[config.mk]
export PLATFORM = sky130hd
export DESIGN_NAME = spi_master_with_cs
export DESIGN_NICKNAME = d
export VERILOG_FILES = /design/src/rtl/spi_master_with_cs.sv
export SDC_FILE = /design/constraint.sdc
export NUM_CORES = 1
export LEC_CHECK = 0
export ABC_AREA = 1
export CAP_MARGIN = 20
export CORE_ASPECT_RATIO = 1.2
export CORE_UTILIZATION = 30
export DETAILED_ROUTE_END_ITERATION = 8
export GPL_ROUTABILITY_DRIVEN = 0
export PLACE_DENSITY_LB_ADDON = 0.08
export SKIP_CTS_REPAIR_TIMING = 1
export SLEW_MARGIN = 20
export SYNTH_ARGS = -nofsm -noshare
export SYNTH_HDL_FRONTEND = slang
export SYNTH_SLANG_ARGS = --single-unit
[constraint.sdc]
create_clock -name clk -period 1.6 [get_ports clk]
set_input_delay 0.32 -clock clk [delete_from_list [all_inputs] [get_ports clk]]
set_output_delay 0.32 -clock clk [all_outputs]
set_load 0.05 [all_outputs]
[src/rtl/spi_master_with_cs.sv]
`default_nettype none
// +-----------------------------------------------------------------------------+
// | spi_master_with_cs: SPI master, one active-low CS, 1..MAX_BYTES_PER_CS      |
// | bytes per frame, MSB first. Revision 1.0                                    |
// +-----------------------------------------------------------------------------+
module spi_master_with_cs #(
  parameter int SPI_MODE          = 0,
  parameter int CLKS_PER_HALF_BIT = 2,
  parameter int MAX_BYTES_PER_CS  = 2,
  parameter int CS_INACTIVE_CLKS  = 1,
  localparam int CW = $clog2(MAX_BYTES_PER_CS + 1)
) (
  input  logic          clk,
  input  logic          rst,
  input  logic [CW-1:0] i_MOSI_Count,
  input  logic [7:0]    i_MOSI_Byte,
  input  logic          i_MOSI_DV,
  output logic          o_MOSI_Ready,
  output logic [CW-1:0] o_MISO_Count,
  output logic          o_MISO_DV,
  output logic [7:0]    o_MISO_Byte,
  output logic          SCK,
  input  logic          MISO,
  output logic          MOSI,
  output logic          CS_L
);

  localparam logic CPOL = 1'((SPI_MODE / 2) % 2);
  localparam logic CPHA = 1'(SPI_MODE % 2);
  localparam int HW = (CLKS_PER_HALF_BIT > 1) ? $clog2(CLKS_PER_HALF_BIT) : 1;
  localparam int INACT_LAST = (CS_INACTIVE_CLKS > 1) ? CS_INACTIVE_CLKS - 1 : 0;
  localparam int IW = (INACT_LAST > 0) ? $clog2(INACT_LAST + 1) : 1;
  localparam logic [CW-1:0] MAX_CNT    = CW'(MAX_BYTES_PER_CS);
  localparam logic [HW-1:0] HALF_LAST  = HW'(CLKS_PER_HALF_BIT - 1);
  localparam logic [IW-1:0] INACT_DONE = IW'(INACT_LAST);
  // edges_left value (before decrement) on the edge carrying the 8th MISO sample
  localparam logic [4:0]    LAST_SAMPLE = CPHA ? 5'd1 : 5'd2;

  typedef enum logic [1:0] {
    IDLE        = 2'd0,
    TRANSFER    = 2'd1,
    CS_INACTIVE = 2'd2
  } state_t;

  state_t        state;
  logic          engine_busy;
  logic [4:0]    edges_left;
  logic [HW-1:0] half_cnt;
  logic [7:0]    tx_sr;
  logic [7:0]    rx_sr;
  logic          dv_pending;
  logic [CW-1:0] remaining;
  logic [IW-1:0] inact_cnt;

  logic          start;
  logic          sample_edge;
  logic [CW-1:0] count_eff;

  always_comb begin
    start = i_MOSI_DV & o_MOSI_Ready;
    // odd-numbered (leading) edges see an even edges_left before the decrement
    sample_edge = ~edges_left[0] ^ CPHA;
    if (i_MOSI_Count == '0)
      count_eff = CW'(1);
    else if (i_MOSI_Count > MAX_CNT)
      count_eff = MAX_CNT;
    else
      count_eff = i_MOSI_Count;
  end

  always_ff @(posedge clk or posedge rst) begin
    if (rst) begin
      state        <= IDLE;
      CS_L         <= 1'b1;
      SCK          <= CPOL;
      MOSI         <= 1'b0;
      o_MOSI_Ready <= 1'b0;
      o_MISO_DV    <= 1'b0;
      o_MISO_Byte  <= 8'h00;
      o_MISO_Count <= '0;
      engine_busy  <= 1'b0;
      edges_left   <= 5'd0;
      half_cnt     <= '0;
      tx_sr        <= 8'h00;
      rx_sr        <= 8'h00;
      dv_pending   <= 1'b0;
      remaining    <= '0;
      inact_cnt    <= '0;
    end else begin
      o_MISO_DV <= 1'b0;

      if (start) begin
        engine_busy <= 1'b1;
        edges_left  <= 5'd16;
        half_cnt    <= '0;
        if (CPHA) begin
          tx_sr <= i_MOSI_Byte;
        end else begin
          MOSI  <= i_MOSI_Byte[7];
          tx_sr <= {i_MOSI_Byte[6:0], 1'b0};
        end
      end else if (engine_busy) begin
        if (edges_left == 5'd0) begin
          engine_busy <= 1'b0;
        end else if (half_cnt == HALF_LAST) begin
          half_cnt   <= '0;
          SCK        <= ~SCK;
          edges_left <= edges_left - 5'd1;
          if (sample_edge) begin
            rx_sr <= {rx_sr[6:0], MISO};
            if (edges_left == LAST_SAMPLE)
              dv_pending <= 1'b1;
          end else if (edges_left != 5'd1) begin
            // the final CPHA=0 trailing edge has no bit left to present
            MOSI  <= tx_sr[7];
            tx_sr <= {tx_sr[6:0], 1'b0};
          end
        end else begin
          half_cnt <= half_cnt + HW'(1);
        end
      end

      if (dv_pending) begin
        dv_pending  <= 1'b0;
        o_MISO_DV   <= 1'b1;
        o_MISO_Byte <= rx_sr;
      end

      if (CS_L)
        o_MISO_Count <= '0;
      else if (o_MISO_DV)
        o_MISO_Count <= o_MISO_Count + CW'(1);

      case (state)
        IDLE: begin
          if (start) begin
            remaining    <= count_eff - CW'(1);
            CS_L         <= 1'b0;
            o_MOSI_Ready <= 1'b0;
            state        <= TRANSFER;
          end else begin
            o_MOSI_Ready <= 1'b1;
          end
        end
        TRANSFER: begin
          if (start) begin
            remaining    <= remaining - CW'(1);
            o_MOSI_Ready <= 1'b0;
          end else if (!engine_busy && remaining == '0) begin
            CS_L         <= 1'b1;
            o_MOSI_Ready <= 1'b0;
            inact_cnt    <= '0;
            state        <= CS_INACTIVE;
          end else begin
            o_MOSI_Ready <= !engine_busy && (remaining != '0);
          end
        end
        CS_INACTIVE: begin
          if (inact_cnt == INACT_DONE) begin
            o_MOSI_Ready <= 1'b1;
            state        <= IDLE;
          end else begin
            inact_cnt <= inact_cnt + IW'(1);
          end
        end
        default: begin
          CS_L         <= 1'b1;
          o_MOSI_Ready <= 1'b0;
          state        <= IDLE;
        end
      endcase
    end
  end

endmodule
`default_nettype wire

# == Word-level counts from Yosys, hierarchy flattened ==
# Index checks and enable logic that the tools add are counted.
# classes
add_sub_neg,6
magnitude_cmp,1
n_eq_ne,10
muxes,56
n_bitwise,6
reduce_logical,24
# op_table
op,n
two-way mux 8 bit,6
two-way mux 1 bit,31
two-way mux 2 bit,10
two-way mux 5 bit,4
nonzero test 2 bit,8
"!= test 2 bit, second input constant",6
AND reduction 4 bit,3
AND reduction 5 bit,2
AND reduction 3 bit,3
zero test 2 bit,3
one-hot mux 1 bit (3 select lines),2
one-hot mux 2 bit (3 select lines),1
"== test 5 x 2 -> 1 bit, second input constant",1
zero test 5 bit,1
"!= test 5 x 1 -> 1 bit, second input constant",1
inverter 1 bit,5
"subtractor 5 x 1 -> 5 bit, second input constant",1
one-hot mux 2 bit (2 select lines),1
"subtractor 2 x 1 -> 2 bit, second input constant",2
"adder 1 bit, second input constant",2
"adder 2 x 1 -> 2 bit, second input constant",1
"== test 2 x 1 -> 1 bit, second input constant",1
"== test 2 bit, second input constant",1
"> comparator 2 bit, second input constant",1
other kinds (5),6
# totals
reg_bits,44
in_bits,14
wordCells,119

# == Logic depth before layout (Yosys ltp) ==
# depth
ltp_word,8
mapped_depth,8
mapped_depth_nobuf,8

# == Worst setup path before layout ==
# OpenSTA, ideal clock, no wires.
# synth_path
path_type,register to register
start,reg edges_left[0]
end,reg rx_sr[1]
setup_time_ns,0.126
arrival_time_ns,1.405
required_ns,1.474
slack_ns,0.069
path_stages_with_launch,8
n_path_buf,1
period_less_slack_ns,1.531
path_cell_list,dfrtp_1 -> inv_1 -> ha_1 -> nand3_4 -> nand3_4 -> nor2_8 -> buf_6 -> o21ai_0
# synth_between
elab_chain_cells,3
elab_cells_between_ends,4
# synth_rtl
element,line_no,source
start: declaration,47,logic [4:0] edges_left;
start signal: assignment,108,edges_left <= edges_left - 5'd1;
zero test 5 bit,103,if (edges_left == 5'd0) begin
inverter 1 bit (no line),-,
AND reduction 5 bit (no line) *,-,
end signal: assignment,110,"rx_sr <= {rx_sr[6:0], MISO};"
end: declaration,50,logic [7:0] rx_sr;
# Every way passes the cells marked *; elsewhere a longest branch is shown, timed or not.
# A chain may end at the register's enable or synchronous reset.

# == Worst setup path in the final report ==
# layout_path
start,reg edges_left[0]
end,reg edges_left[3]
# layout_between
elab_chain_cells,5
elab_cells_between_ends,8
# layout_rtl
element,line_no,source
subtractor 5 x 1 -> 5 bit,108,
two-way mux 5 bit,105,end else if (half_cnt == HALF_LAST) begin
two-way mux 5 bit,103,
two-way mux 5 bit,102,end else if (engine_busy) begin
two-way mux 5 bit,92,if (start) begin
# Several ways; a longest one is shown, not always the timed one. The select of a mux whose other input is x is not followed.

==> results.tsv <==
metric	value	unit
# fillers	647	
reg2reg start	edges_left[0]	
width of the die	75.3	µm
Mapped Cells	223	
Synth top area share	53.1	%
initial detailed-routing violation count	66	
DRC viols	0	
register area	1050	µm²
skew final	0.00543	ns
Non-Filler Instances	346	
placed cell area	2380	µm²
Final Cycle Share	90.7	%
fin nets	280	
synth top area cells	dfrtp_1, nand2_1, o21ai_0, inv_1, nand3_1	
Synth Warn #	0	
fin area	2470	µm²
WS Path Type	reg2reg	
DRT antenna net count	0	
DRT Pass-1 Iters	4	
maxcap violations	0	
Synth Net Count	240	
leak pwr	1.25	nW
CTS tree	yes	
GRT overflow	0	
endpoint class of the critical path	register	
worst rel slew slack	71.4	%
DP HPWL	2560	µm
Layout area overhead	28.0	%
port bufs	27	
Post-synth EDFFs	0	
wire per inst	10.5	µm
fraction of registers with async set/reset	100	%
Worst Tran Pin Value	0.428	ns
post-synthesis sequential area ratio	54.5	%
Setup Viol. Count Final	0	
Root Buffer	clkbuf_8	
PD cells	1960	nW/µm²
Tmin final	1.45	ns
Hold Worst Slack	0.377	ns
RSZ-0062 raised after global routing	false	
number of H-tree levels	2	
result of the run	finished clean	
placed cell count	338	
Max Clk Rate	689	MHz
initial core utilization	31.5	%
total CTS buffers	5	
startpoint types	register	
via/cell ratio	4.29	
post-synth top area cell	dfrtp_1	
final wirelength	3650	µm
r2r setup slk	0.15	ns
global-route wire length before repair	6270	µm
largest net degree at the start of global routing	43	
R2R Path End	edges_left[3]	
vias	1486	
footprint of the multi-input gates	753	µm²
final hold vios	0	
All-Layer GR Usage	12.2	%
Post-Syn Area	1930	µm²
count leader, synth	nand2_1	
Setup TNS Final	0	ns
worst hold path class	in2async	
Die Y-Extent	89.9	µm
Slew Limit Fails	0	
fraction of final layout cells sized beyond drive strength 1	17.4	%
register bit total from synthesis	42	
Max FO, Critical Path	6	
die area	6770	µm²
initial antenna violation count	0	
vias in the first global route	1342	
CTS max path bufs	2	
clock network latency to the later pin of the worst-skew pair	0.29	ns
Unique masters post-synth	29	
Critical Path RT	1.83	ns
Core ar.	6130	µm²
row count	31	
syn_area_per_cell	8.66	µm²
Ports	29	
Synth Flop Type	dfrtp_1	
Reg clk slew, reported paths	0.08	ns
R2R depth	7	
Data arrival, critical path	1.68	ns
Max VDD drop	0.620	mV
ANT cells	0	
most frequent cells after synthesis	nand2_1, dfrtp_1, inv_1	
clock sinks	42	
-- cell families (layout without fill, tap and decap cells) --
group	Yosys count	after routing	synth area share (%)
DFF	42	42	54.5
xor gates and xnor gates	2	2	0.907
and+or+nand+nor	119	119	28.8
AOI/OAI and AO/OA	26	26	7.25
buffers and inverters	31	72	6.67
adders and majority gates	3	3	1.94
-- worst max-delay path by stage --
stage / start / endpoint / cells after the start
floorplan: edges_left[0] / rx_sr[1] / 7
global placement: i_MOSI_DV / rx_sr[2] / 7
detailed placement: i_MOSI_DV / rx_sr[6] / 7
CTS: edges_left[1] / edges_left[2] / 8
global route: edges_left[1] / edges_left[3] / 7
finish: edges_left[0] / edges_left[3] / 7
-- critical path, stage by stage (launching register included) --
cell and delay, ns:
dfrtp_1 0.41, inv_1 0.07, ha_1 0.24, nand3_4 0.12, nand2_4 0.08, o21ai_0 0.27, nand2_1 0.12, nand2_1 0.08
-- per-layer routing --
metal  up-vias  part of all wire, %  GRT usage [%]
li1        779                    -              -
met1       675                   49           16.5
met2        25                   46           18.0
met3         7                  3.2           3.14
met4         0                  2.2           5.56
met5         -                    0              0
-- per-stage QoR --
step | worst slack [ns] | power [W] | utilization [%]
4_1_cts | 0.118 | 0.00494 | 40.3
3_5_place_dp | -0.0239 | 0.00420 | 38.8
2_1_floorplan | 0.0695 | 0.00339 | -
5_1_grt | 0.00159 | 0.00527 | 40.4
3_3_place_gp | 0.00914 | 0.00419 | 38.8
6_report | 0.149 | 0.00485 | 40.4
-- sequential cells by signal, indices dropped and copies added, names as in the netlist --
register and count:
o_MISO_Byte 8, rx_sr 8, tx_sr 7, edges_left 5, o_MISO_Count 2, remaining 2
state 2, CS_L 1, MOSI 1, SCK 1, dv_pending 1, engine_busy 1
half_cnt 1, o_MISO_DV 1, o_MOSI_Ready 1
-- power breakdown --
group          switching, W  internal (W)
registers          0.000291       0.00147
logic               0.00145      0.000932
clock network      0.000355      0.000348
total               0.00210       0.00275
-- layout by cell type (no fill, tap or decap), types with 3 or more instances in the layout --
cell	count
buf_4	20
clkbuf_8	6
dfrtp_1	41
o21ai_0	19
nand3_1	12
clkdlybuf4s50_1	12
nor2_1	9
nand4_1	4
buf_12	5
nand2_1	82
inv_1	25
ha_1	3
-- final cells by class --
| class | count | share of cell area, % |
|---|---|---|
| sequential | 42 | 42.5 |
| multi-input combinational | 150 | 30.5 |
| timing repair buffer | 37 | 15.0 |
| inverter | 27 | 4.20 |
| tap | 82 | 4.15 |
| clock buffer | 7 | 3.49 |
| clock inverter | 1 | 0.202 |
(Power assumes the default switching activity.)
